File: config.mk
export PLATFORM = sky130hd
export DESIGN_NAME = vga_monitor
export DESIGN_NICKNAME = d
export VERILOG_FILES = /design/src/rtl/vga_monitor.sv
export SDC_FILE = /design/constraint.sdc
export NUM_CORES = 1
export LEC_CHECK = 0
export CAP_MARGIN = 20
export CORE_MARGIN = 2
export CORE_UTILIZATION = 57
export DETAILED_ROUTE_END_ITERATION = 7
export PLACE_DENSITY = 0.86
export SETUP_SLACK_MARGIN = 0.4
export SKIP_LAST_GASP = 1
export SYNTH_ARGS = -nofsm -noshare
export SYNTH_HDL_FRONTEND = slang
export SYNTH_SLANG_ARGS = --single-unit
File: constraint.sdc
create_clock -name clk -period 5.4 [get_ports clk]
set_input_delay 1.62 -clock clk [delete_from_list [all_inputs] [get_ports clk]]
set_output_delay 1.62 -clock clk [all_outputs]
set_load 0.01 [all_outputs]
File: src/rtl/vga_monitor.sv
// VGA receive-side monitor: locks onto hsync/vsync frame timing, checks sync geometry,
// flags non-black blanking pixels and publishes a per-frame checksum of active pixels.
module vga_monitor #(
  parameter int unsigned H_TOTAL  = 800,
  parameter int unsigned H_SYNC   = 96,
  parameter int unsigned H_BP     = 48,
  parameter int unsigned H_ACTIVE = 640,
  parameter int unsigned V_TOTAL  = 525,
  parameter int unsigned V_SYNC   = 2,
  parameter int unsigned V_BP     = 33,
  parameter int unsigned V_ACTIVE = 480,
  parameter int unsigned SYNC_POL = 0
) (
  input  logic        clk,
  input  logic        rst,
  input  logic        pix_en,
  input  logic        hsync,
  input  logic        vsync,
  input  logic [3:0]  r,
  input  logic [3:0]  g,
  input  logic [3:0]  b,
  input  logic        err_clr,
  output logic        locked,
  output logic        frame_done,
  output logic [15:0] frame_sum,
  output logic [15:0] frame_cnt,
  output logic [11:0] h_period,
  output logic [10:0] v_period,
  output logic [4:0]  err
);
  localparam int unsigned HW = 12;
  localparam int unsigned VW = 11;
  localparam int unsigned SW = 16;
  localparam int unsigned EW = 5;
  localparam logic          POL   = 1'(SYNC_POL);
  localparam logic [HW-1:0] H_MAX = {HW{1'b1}};
  localparam logic [VW-1:0] V_MAX = {VW{1'b1}};
  localparam logic [HW-1:0] H_TOT = HW'(H_TOTAL);
  localparam logic [HW-1:0] H_SW  = HW'(H_SYNC);
  localparam logic [VW-1:0] V_TOT = VW'(V_TOTAL);
  localparam logic [VW-1:0] V_SW  = VW'(V_SYNC);
  localparam logic [HW-1:0] H_LO  = HW'(H_SYNC + H_BP);
  localparam logic [HW-1:0] H_HI  = HW'(H_SYNC + H_BP + H_ACTIVE - 1);
  localparam logic [VW-1:0] V_LO  = VW'(V_SYNC + V_BP);
  localparam logic [VW-1:0] V_HI  = VW'(V_SYNC + V_BP + V_ACTIVE - 1);

  typedef enum logic [2:0] {SEARCH, H_ACQ, V_ACQ, V_CHK, LOCKED} state_t;
  state_t state, state_nxt;

  logic          h_prev, v_prev, h_run, v_run;
  logic [HW-1:0] h_pos, h_wid, h_inc, h_pos_nxt;
  logic [VW-1:0] v_pos, v_wid, v_inc, v_pos_nxt;
  logic [SW-1:0] acc;
  logic          h_act, v_act, hle, vle;
  logic          h_per_bad, h_wid_bad, v_per_bad, v_wid_bad, h_bad, v_bad;
  logic          pix_active, blank_hit, frame_evt;
  logic [11:0]   rgb;
  logic [EW-1:0] err_set;

  // Edge detection; vsync is only meaningful on hsync leading-edge samples
  assign h_act = (hsync == POL);
  assign v_act = (vsync == POL);
  assign hle   = pix_en & h_act & ~h_prev;
  assign vle   = hle & v_act & ~v_prev;
  assign rgb   = {r, g, b};

  assign h_inc     = (h_pos == H_MAX) ? H_MAX : h_pos + HW'(1);
  assign v_inc     = (v_pos == V_MAX) ? V_MAX : v_pos + VW'(1);
  assign h_pos_nxt = hle ? '0 : h_inc;
  assign v_pos_nxt = vle ? '0 : (hle ? v_inc : v_pos);

  // A pulse still running at the next leading edge never matches
  assign h_per_bad = (h_inc != H_TOT);
  assign h_wid_bad = h_run | (h_wid != H_SW);
  assign v_per_bad = (v_inc != V_TOT);
  assign v_wid_bad = v_run | (v_wid != V_SW);
  assign h_bad     = hle & (h_per_bad | h_wid_bad);
  assign v_bad     = vle & (v_per_bad | v_wid_bad);

  assign pix_active = (h_pos_nxt >= H_LO) && (h_pos_nxt <= H_HI) &&
                      (v_pos_nxt >= V_LO) && (v_pos_nxt <= V_HI);
  assign blank_hit  = pix_en & ~pix_active & (rgb != 12'h000);

  always_ff @(posedge clk or posedge rst) begin
    if (rst) state <= SEARCH;
    else     state <= state_nxt;
  end

  always_comb begin
    state_nxt = state;
    err_set   = '0;
    frame_evt = 1'b0;
    case (state)
      SEARCH: if (hle) state_nxt = H_ACQ;
      H_ACQ:  if (hle && !(h_per_bad || h_wid_bad)) state_nxt = V_ACQ;
      V_ACQ: begin
        if (h_bad)    state_nxt = SEARCH;
        else if (vle) state_nxt = V_CHK;
      end
      V_CHK: begin
        if (h_bad)                state_nxt = SEARCH;
        else if (vle && !v_bad)   state_nxt = LOCKED;
      end
      LOCKED: begin
        err_set = {blank_hit, vle & v_wid_bad, vle & v_per_bad, hle & h_wid_bad, hle & h_per_bad};
        if (h_bad || v_bad) state_nxt = SEARCH;
        else if (vle)       frame_evt = 1'b1;
      end
      default: state_nxt = SEARCH;
    endcase
  end

  // Line/frame position and sync pulse measurement
  always_ff @(posedge clk or posedge rst) begin
    if (rst) begin
      h_prev   <= 1'b0;
      v_prev   <= 1'b0;
      h_run    <= 1'b0;
      v_run    <= 1'b0;
      h_pos    <= '0;
      h_wid    <= '0;
      v_pos    <= '0;
      v_wid    <= '0;
      h_period <= '0;
      v_period <= '0;
    end else if (pix_en) begin
      h_prev <= h_act;
      h_pos  <= h_pos_nxt;
      v_pos  <= v_pos_nxt;
      if (hle) begin
        h_period <= h_inc;
        h_wid    <= HW'(1);
        h_run    <= 1'b1;
        v_prev   <= v_act;
        if (vle) begin
          v_period <= v_inc;
          v_wid    <= VW'(1);
          v_run    <= 1'b1;
        end else if (v_run) begin
          if (v_act) v_wid <= (v_wid == V_MAX) ? V_MAX : v_wid + VW'(1);
          else       v_run <= 1'b0;
        end
      end else if (h_run) begin
        if (h_act) h_wid <= (h_wid == H_MAX) ? H_MAX : h_wid + HW'(1);
        else       h_run <= 1'b0;
      end
    end
  end

  // Published status, checksum and sticky errors
  always_ff @(posedge clk or posedge rst) begin
    if (rst) begin
      locked     <= 1'b0;
      frame_done <= 1'b0;
      frame_sum  <= '0;
      frame_cnt  <= '0;
      acc        <= '0;
      err        <= '0;
    end else begin
      locked     <= (state_nxt == LOCKED);
      frame_done <= frame_evt;
      if (pix_en) begin
        err <= (err & ~{EW{err_clr}}) | err_set;
        if (state != LOCKED || state_nxt != LOCKED) begin
          acc <= '0;
        end else if (frame_evt) begin
          frame_sum <= acc;
          frame_cnt <= frame_cnt + SW'(1);
          acc       <= '0;
        end else if (pix_active) begin
          acc <= acc + SW'(rgb);
        end
      end
    end
  end
endmodule

==> results.txt <==
run status: finished, final reports clean
clock input transition at the sequential cells of the worst setup and hold paths: 50 ps
peak fanout along the critical path: 17
post-route DRC violation count: 0
Routed WL per cell: 18.9 um
clock tree from TritonCTS: yes
H-tree depth reported by CTS: 4
number of instances in the synthesized netlist: 764
achievable frequency: 0.228 GHz
xor/xnor share of the synthesized area: 4.25%
die outline area: 14,000 um^2
RSZ-0062 raised after global routing: false
post-route worst setup slack: 1020 ps
sequential fraction of the synthesis area: 44.2%
maxcap violations: 0
fin crit period: 4380 ps
met2 wire length: 9110 um
final wirelength: 19,200 um
R2R Path Start: v_pos[0]
Metal-1 WL: 8300 um
area fraction in and, or, nand and nor cells after synthesis: 20.4%
placer's final routability congestion estimate: 0.933
Worst path depth: 10
startpoint of the worst hold path: frame_cnt[15]
startpoint type of the worst setup path: primary input
endpoint required time on the critical path: 5700 ps
Setup Fix Bufs, Post-CTS: 0
worst setup slack for register-to-register paths: 1620 ps
type of destination of the critical path: flop
flops & latches, synth: 131
netlist area before placement: 7420 um^2
Critical Path AT: 4680 ps
CTS buffer count: 17
routed wl met3: 1320 um
Initial Utilization: 58.6%
area of the core: 12,700 um^2
root cell of the clock tree: clkbuf_16
Synth warnings: 0
endpoint of the worst-slack reg-to-reg timing path: acc[14]
Most common cell on crit path: a211o_1
Synth Area in Compound Gates: 19.4%
number of hold violations in the final report: 0
maximum VDD drop: 0.229 mV
Top delay family on crit path: compound AO/OA/AOI/OAI gates
remaining number of nets flagged by the antenna check after routing: 0
pwr/cell area: 318 nW/um^2
count of buffers inserted at the top-level ports: 79
maximum number of pins on one net before global-route repair: 83
final clock period utilization by the worst path: 81.1%
layout filler cell count: 925
starting DRC count in detailed routing: 636
worst rel slew slack: 32.6%
mean number of vias per cell: 6.42
number of buffers added to fix hold violations after cts: 0
fin nets: 869
transition time at the pin with the least slew margin: 1010 ps
layout overhead on the synthesized area: 19.8%
Slew Viols, Final: 0
share of synthesized cell area in full adder, half adder and majority cells: 3.47%
synthesized net count: 802
fraction of final layout cells with drive strength greater than 1: 9.99%
die height: 118 um
Pleak: 0.00398 uW
depth of the worst register-to-register path: 9
count of inserted antenna diode cells: 0
Hold Path End: frame_cnt[15]
Mean Syn Cell Area: 9.72 um^2
detailed-route via count: 6,505
proportion of synthesized area in mux cells: 4.30%
buffers plus inverters on the worst setup path: 2
critical-path cell list: clkdlybuf4s50_1 > nor3b_4 > buf_4 > a311oi_1 > a31oi_1 > a211o_1 > a211o_1 > nand4_4 > a2111oi_4 > mux2_1
hpwl dp: 13,100 um
worst hold-check path type: flop to flop
Worst Path Class, Setup: primary input to flop
Clock Latency Late Sink: 430 ps
area used by sequential logic in the layout: 3280 um^2
number of antenna violations at the first check in global routing: 0
Slowest Stage Delay on Critical Path: 500 ps
number of global-route vias before repair: 6,389
number of top-level pins: 80
final setup skew: 9.30 ps
number of optimization iterations in the first detailed-route pass: 5
Die Span X: 118 um
multi-input logic area: 3840 um^2
number of endpoints failing setup at the final stage: 0
wire length of the first global-routing pass: 31,800 um
total congestion overflow: 0
number of clock sinks: 131
cell type of the slowest stage on the worst timing path: clkdlybuf4s50_1
number of synthesized flops with an enable pin: 0
share of flip-flops with an asynchronous set or reset after synthesis: 100%
Max clock buf depth: 2
Post-Place Worst Slack: 661 ps
number of distinct library cells after synthesis: 72
main combinational cell family by area after synthesis: simple AND/OR/NAND/NOR gates
highest routing layer actually used: met4
commonest register cell after synthesis: dfrtp_1
overall track demand over capacity in global routing: 28.3%
Setup Total Neg Slack: 0 ps
number of gates resized after cts: 0
floorplan row count: 41
number of stages on the worst hold path: 1
-- worst max path at each step --
| stage | start | end |
|---|---|---|
| final | pix_en | acc[14] |
| after global routing | pix_en | acc[14] |
| after CTS | hsync | acc[14] |
| after detailed placement | pix_en | acc[14] |
| after global placement | hsync | acc[14] |
| after floorplan | pix_en | acc[14] |
-- registers in the layout, summed over array words and instances, names as in the netlist --
signal      count
err             5
locked          1
frame_done      1
h_prev          1
v_run           1
acc            16
v_prev          1
h_pos          12
v_period       11
frame_cnt      16
state           3
frame_sum      16
h_wid          12
v_pos          11
v_wid          11
h_period       12
h_run           1
-- placed cells by master, fill, tap and decap left out, drive strengths merged, types with 4 or more instances in the layout --
cell type	synthesis	layout
a211oi	6	6
a21boi	5	5
a21o	19	19
a21oi	46	46
a22o	15	15
a31o	4	4
a31oi	12	12
and2	8	8
and3	26	26
and4	4	4
buf	21	8
clkbuf	19	21
clkdlybuf4s50	0	79
clkinvlp	0	5
dfrtp	131	131
ha	19	19
inv	23	22
mux2	20	20
mux2i	6	6
nand2	64	64
nand2b	5	5
nand3	46	46
nand4	22	22
nor2	37	37
nor3	19	19
nor4	20	20
o211ai	5	5
o21ai	66	66
o22ai	6	6
o2bb2ai	4	4
o31ai	6	6
xnor2	22	22
xor2	14	14
-- per-stage QoR --
stage          cell area, um^2  util (%)  cells  hold WS, ps  total power, uW
6_report                  8890      70.2   1013          472             2820
3_5_place_dp              8280      65.4    982          469             1680
4_1_cts                   8860      70.0   1011          480             2830
3_3_place_gp              8280      65.4    982          447             1650
2_1_floorplan             7430         -    764          429             1500
5_1_grt                   8890      70.2   1013          501             2940
-- routing by layer --
layer | global-route usage [%] | vias to the layer above
met1 | 37.7 | 3199
met2 | 44.5 | 307
li1 | - | 2957
met3 | 6.98 | 42
met5 | 0 | -
met4 | 11.2 | 0
-- kinds of logic after synthesis --
logic type | after synthesis
AO/OA/AOI/OAI | 217
XOR/XNOR | 36
adder cells (fa/ha/maj) | 20
buffers and inverters | 63
flip-flops | 131
multiplexers | 26
AND/OR/NAND/NOR | 271
-- synthesized netlist by cell type (17+ instances only) --
cell / n / share of area, %
a21o_1: 19 / 1.9
a21oi_1: 46 / 3.1
nand2_1: 64 / 3.2
o21ai_0: 64 / 4.3
and3_1: 26 / 2.2
nand4_1: 18 / 1.5
xnor2_1: 22 / 2.6
clkbuf_1: 19 / 0.96
nor4_1: 17 / 1.4
ha_1: 19 / 3.2
nand3_1: 46 / 3.1
inv_1: 23 / 1.2
nor2_1: 35 / 1.8
dfrtp_1: 131 / 44
-- report_power, final --
part | switching [uW] | internal (uW)
Combinational | 269 | 216
Clock | 422 | 729
Sequential | 125 | 1060
Total | 816 | 2010
-- cell type report --
type | count | area share (%)
Multi-Input combinational cell | 570 | 43.2
Sequential cell | 131 | 36.9
Timing Repair Buffer | 88 | 9.94
Clock buffer | 20 | 5.02
Tap cell | 172 | 2.42
Clock inverter | 9 | 1.51
Inverter | 23 | 1.01
Power figures use the tool's default switching activity.
